--- src/rtl/l_class_oc_fifo_reader.sv ---
// Drains start_n words from an upstream FIFO through a one-word hold register into a sink.
// Optional sequence checking of captured words is enabled by FIFO_READER_SEQCHECK_EN.
module l_class_oc_fifo_reader #(
    parameter int unsigned CNT_W = 16
) (
    input  logic             CLK,
    input  logic             nRST,
    input  logic             start__ENA,
    input  logic [CNT_W-1:0] start_n,
    output logic             start__RDY,
    output logic             fifo_deq__ENA,
    input  logic             fifo_deq__RDY,
    input  logic [31:0]      fifo_first,
    input  logic             fifo_first__RDY,
    output logic             sink_enq__ENA,
    output logic [31:0]      sink_enq_v,
    input  logic             sink_enq__RDY,
    output logic             done,
    output logic [CNT_W-1:0] word_count,
    output logic [CNT_W-1:0] err_count,
    input  logic             rule_enable,
    output logic             rule_ready
);

    typedef enum logic [1:0] {
        StIdle,
        StRun,
        StDone
    } state_e;

    state_e           state_q, state_d;
    logic [CNT_W-1:0] remaining_q, remaining_d;
    logic [CNT_W-1:0] word_count_q, word_count_d;
    logic             hold_valid_q, hold_valid_d;
    logic [31:0]      hold_data_q, hold_data_d;

    logic start_fire;
    logic deq_fire;

    assign start__RDY = (state_q == StIdle) || (state_q == StDone);
    assign start_fire = start__ENA && start__RDY;
    assign done       = (state_q == StDone);

    // Outputs that move data are gated by nRST so a mid-run reset blocks them immediately.
    assign rule_ready = nRST && (state_q == StRun) && (remaining_q != '0) && fifo_deq__RDY &&
                        fifo_first__RDY && (!hold_valid_q || sink_enq__RDY);
    assign deq_fire      = rule_enable && rule_ready;
    assign fifo_deq__ENA = deq_fire;
    assign sink_enq__ENA = nRST && hold_valid_q && sink_enq__RDY;
    assign sink_enq_v    = hold_data_q;
    assign word_count    = word_count_q;

`ifdef FIFO_READER_SEQCHECK_EN
    logic [CNT_W-1:0] err_count_q, err_count_d;
    logic [31:0]      expected_q, expected_d;

    assign err_count = err_count_q;
`else
    assign err_count = '0;
`endif

    always_comb begin
        state_d      = state_q;
        remaining_d  = remaining_q;
        word_count_d = word_count_q;
        hold_valid_d = hold_valid_q;
        hold_data_d  = hold_data_q;
`ifdef FIFO_READER_SEQCHECK_EN
        err_count_d  = err_count_q;
        expected_d   = expected_q;
`endif

        if (deq_fire) begin
            hold_data_d  = fifo_first;
            hold_valid_d = 1'b1;
            remaining_d  = remaining_q - CNT_W'(1);
            if (word_count_q != {CNT_W{1'b1}}) begin
                word_count_d = word_count_q + CNT_W'(1);
            end
`ifdef FIFO_READER_SEQCHECK_EN
            // A zero word count marks the first capture of the run, which only seeds expected.
            if ((word_count_q != '0) && (fifo_first != expected_q) &&
                (err_count_q != {CNT_W{1'b1}})) begin
                err_count_d = err_count_q + CNT_W'(1);
            end
            expected_d = fifo_first + 32'd1;
`endif
        end else if (sink_enq__ENA) begin
            hold_valid_d = 1'b0;
        end

        case (state_q)
            StIdle, StDone: begin
                if (start_fire) begin
                    remaining_d  = start_n;
                    word_count_d = '0;
                    hold_valid_d = 1'b0;
                    hold_data_d  = '0;
`ifdef FIFO_READER_SEQCHECK_EN
                    err_count_d  = '0;
                    expected_d   = '0;
`endif
                    state_d = (start_n == '0) ? StDone : StRun;
                end
            end
            StRun: begin
                if ((remaining_d == '0) && !hold_valid_d) begin
                    state_d = StDone;
                end
            end
            default: state_d = StIdle;
        endcase
    end

    always_ff @(posedge CLK) begin
        if (!nRST) begin
            state_q      <= StIdle;
            remaining_q  <= '0;
            word_count_q <= '0;
            hold_valid_q <= 1'b0;
            hold_data_q  <= '0;
`ifdef FIFO_READER_SEQCHECK_EN
            err_count_q  <= '0;
            expected_q   <= '0;
`endif
        end else begin
            state_q      <= state_d;
            remaining_q  <= remaining_d;
            word_count_q <= word_count_d;
            hold_valid_q <= hold_valid_d;
            hold_data_q  <= hold_data_d;
`ifdef FIFO_READER_SEQCHECK_EN
            err_count_q  <= err_count_d;
            expected_q   <= expected_d;
`endif
        end
    end

endmodule

--- config.mk ---
export PLATFORM = sky130hd
export DESIGN_NAME = l_class_oc_fifo_reader
export DESIGN_NICKNAME = d
export VERILOG_FILES = /design/src/rtl/l_class_oc_fifo_reader.sv
export SDC_FILE = /design/constraint.sdc
export NUM_CORES = 1
export LEC_CHECK = 0
export BUFFER_PORTS_ARGS = -buffer_cell sky130_fd_sc_hd__buf_4
export CORE_MARGIN = 2
export CORE_UTILIZATION = 49
export CTS_CLUSTER_DIAMETER = 50
export DETAILED_ROUTE_END_ITERATION = 16
export GPL_TIMING_DRIVEN = 0
export PLACE_DENSITY = 0.86
export SLEW_MARGIN = 20
export SYNTH_ARGS = -nofsm -noshare
export SYNTH_HDL_FRONTEND = slang
export SYNTH_SLANG_ARGS = --single-unit
--- constraint.sdc ---
create_clock -name CLK -period 2.6 [get_ports CLK]
set_input_delay 0.26 -clock CLK [delete_from_list [all_inputs] [get_ports CLK]]
set_output_delay 0.26 -clock CLK [all_outputs]
set_load 0.1 [all_outputs]
==> impl_metrics.csv <==
group,metric,value,unit
die,io_pins,124,
worst_setup_path,critical_setup_path_kind,"reg -> out",
worst_hold_path,worstHoldEndpoint,"sink_enq_v[2]",
placement,portBuffers,106,
worst_setup_path,regToRegSetupSlack,0.09,ns
clock_tree,clk_path_buf_depth,2,
clock_tree,cts-root-buf,"clkbuf_8",
placement,post_dp_cell_area,4180,µm²
clock_tree,clk_latency,0.35,ns
clock_tree,cts_sinks,67,
timing,whs,0.144,ns
grt,grt.total_usage,25.8,%
clock_tree,holdBufCountCts,0,
logic_synthesis,synth.yosys.seq_area_share,41.9,%
timing,timing.max_slew.rel_slack,53.3,%
drt,antenna_violating_nets_post_route,0,
drt,wl_per_cell,14.8,µm
worst_setup_path,critPathBufInv,2,
worst_setup_path,required,2.34,ns
worst_hold_path,min-delay-path-class,"in -> reg",
drt,initialDrtViolationCount,118,
grt,first_global_vias,3288,
logic_synthesis,synth_ff_type,"dfxtp_1",
logic_synthesis,synthArstFlopShare,0,%
logic_synthesis,synth_enable_flop_cells,0,
pwr,power_leakage,1.84,nW
finish,share_of_post_route_cells_with_drive_strength_above_1,30.3,%
worst_setup_path,r2r_start,"remaining_q[0]",
worst_setup_path,crit_arrival,2.25,ns
die,die_w,84.9,µm
drt,dr.pass1.iters,6,
timing,total_setup_violations_reported_at_the_end_of_the_flow,0,
worst_setup_path,critical_path.reg2reg.endpoint,"state_q[0]",
logic_synthesis,synthesis.instances,408,
pwr,total_power,2.61,mW
worst_setup_path,path_delay_family,"simple AND/OR/NAND/NOR gates",
logic_synthesis,postSynthAreaPerCell,7.85,µm²
die,dieArea,7200,µm²
die,core_area,6350,µm²
pwr,peakVddDrop,575,µV
logic_synthesis,total_standard_cell_area_after_synthesis,3200,µm²
die,initial_core_util,50.4,%
finish,antenna_cells_inserted,0,
timing,fin_worst_skew,0.0127,ns
die,floorplan.die.height,84.9,µm
worst_hold_path,worst_hold_path.num_cells,3,
logic_synthesis,yosysWarningCount,0,
clock_tree,cts.reportedPaths.clkPinSlew,0.08,ns
timing,finalCriticalPeriod,2.51,ns
grt,first_pass_grt_wire_length,15100,µm
drt,drt-total-wl,9220,µm
timing,max_freq,0.398,GHz
worst_setup_path,worstPathMaxFanout,8,
timing,timing_worst_slew_pin_value,0.694,ns
worst_hold_path,startpoint_of_the_worst_hold_path,"fifo_first[2]",
worst_setup_path,cpPeakStageDelay,0.55,ns
drt,route.detailed.drc,0,
job,drv_cap,0,
grt,pin_count_of_the_biggest_net_entering_global_routing,15,
logic_synthesis,yosys.cell_types.count,48,
clock_tree,cts_max_level,3,
pwr,pwr_density_cell,583,nW/µm²
finish,finish.net_count,599,
worst_setup_path,critical_path.most_common_cell,"nor4_4",
worst_setup_path,cp-start-kind,"flop",
timing,period_share,96.5,%
finish,area_delta_synth_final,39.8,%
die,placement_rows,29,
timing,rsz_0062_raised_after_global_routing,"yes",
placement,placed_cells_incl_taps,606,
drt,via_count,3479,
worst_setup_path,reg2regPathDepth,7,
worst_setup_path,worst_setup_ep_type,"primary output",
worst_setup_path,path_cells,"or4_1, clkbuf_2, nor4_4, nor4_4, buf_4",
grt,total_congestion_overflow,0,
timing,final-max-slew-violation-count,0,
logic_synthesis,ys_ff_latch,67,
clock_tree,cts_tree,"built",
finish,finalNonFillerCells,624,
clock_tree,numCtsBuffers,9,
placement,place_hpwl,6820,µm
finish,design_area,4480,µm²
timing,final_hold_viol_count,0,
worst_setup_path,timing.critical_path.slowest_stage_cell,"or4_1",
grt,antenna_found_initial,0,
status,outcome,"finished clean",
placement,gp_routability_congestion,0.964,
worst_setup_path,startpoint,"remaining_q[4]",
drt,viasPerCell,5.58,
## cell type report
cell class | instances | area (µm²)
well taps | 77 | 96.3
multi-input cells | 313 | 1760
flip-flops and latches | 67 | 1350
plain buffers | 34 | 195
fillers | 523 | 1870
inverters | 8 | 32.5
repair buffers | 109 | 822
clock buffers | 9 | 124
clock inverters | 7 | 104
## worst min-delay path, stage by stage
cell	delay, ns
buf_4	0.11
nand2_1	0.04
a21oi_1	0.05
## per-stage QoR
stage	worst slack [ns]	TNS, ns	utilization [%]
2_1_floorplan	0.0105	0	-
5_1_grt	-0.0284	-0.0542	70.5
6_report	0.0898	0	70.5
4_1_cts	0.0322	0	70.1
3_3_place_gp	-0.218	-0.218	65.9
3_5_place_dp	-0.204	-0.204	65.9
## kinds of logic after synthesis
group	synth area share, %
other	0.117
xor gates and xnor gates	3.01
and+or+nand+nor	29.3
muxes	0.938
adders and majority gates	0.781
AOI/OAI and AO/OA	17.0
buffers and inverters	6.99
DFF	41.9
## power breakdown
group | switching, mW | internal, mW | leakage, nW
combinational | 0.337 | 0.164 | 1.18
clock | 0.450 | 0.557 | 0.116
sequential | 0.0446 | 1.06 | 0.547
## synthesized netlist by cell type, types with 3 or more instances
library cell | count | area share (%)
a211oi_1 | 5 | 1.2
a21oi_1 | 50 | 7.8
a311oi_1 | 4 | 1.1
and3_1 | 4 | 0.78
buf_4 | 16 | 3.8
clkbuf_1 | 15 | 1.8
dfxtp_1 | 67 | 42
inv_1 | 7 | 0.82
mux2i_1 | 3 | 0.94
nand2_1 | 90 | 11
nand3_1 | 16 | 2.5
nand4_1 | 12 | 2.3
nor2_1 | 20 | 2.3
nor3_1 | 10 | 1.6
nor4_1 | 12 | 2.3
o211ai_1 | 3 | 0.70
o21ai_0 | 10 | 1.6
o31ai_1 | 4 | 0.94
or3_1 | 5 | 0.98
or4_1 | 9 | 2.1
xor2_1 | 10 | 2.7
## worst max-delay path by stage
| stage | cells after the start | slack, ns | to |
|---|---|---|---|
| floorplan | 6 | 0.01 | word_count[6] |
| global placement | 7 | -0.22 | fifo_deq__ENA |
| detailed placement | 9 | -0.20 | fifo_deq__ENA |
| CTS | 7 | 0.03 | state_q[0] |
| global route | 7 | -0.03 | state_q[0] |
| finish | 5 | 0.09 | rule_ready |
## sequential cells by signal, summed over array words and instances (netlist names)
| register | count |
|---|---|
| word_count | 16 |
| hold_valid_q | 1 |
| state_q | 2 |
| remaining_q | 16 |
| sink_enq_v | 32 |
## timing repair
action,in CTS,in global routing
buffers inserted,3,0
pin swaps,0,1
gates resized for setup,7,8
setup endpoints to repair,1,19
## layout by cell type (no fill, tap or decap), drive strengths merged, types with 2 or more instances in the layout
cell | Yosys | layout
a31oi | 2 | 2
a21oi | 50 | 50
nor3 | 11 | 11
nor2b | 2 | 2
mux2i | 3 | 3
o31a | 2 | 2
or3 | 5 | 5
o41ai | 2 | 2
o31ai | 4 | 4
a311oi | 4 | 4
nor4 | 14 | 14
nand2 | 90 | 90
xor2 | 10 | 10
bufinv | 0 | 2
o211a | 2 | 2
ha | 2 | 2
buf | 20 | 127
o21ai | 10 | 10
inv | 8 | 13
o211ai | 3 | 3
dfxtp | 67 | 67
a211oi | 5 | 5
nand4 | 12 | 12
nand3 | 16 | 16
nand4b | 2 | 2
nor2 | 20 | 20
conb | 1 | 16
clkbuf | 15 | 25
or4 | 10 | 10
and3 | 4 | 4
## per-layer routing
metal / GRT usage (%) / up-vias / share of wire (%)
li1: - / 1701 / -
met1: 31.4 / 1633 / 41
met2: 44.7 / 127 / 49
met3: 9.05 / 18 / 7.8
met4: 4.62 / 0 / 1.5
met5: 0 / - / 0
Power figures use the tool's default switching activity.
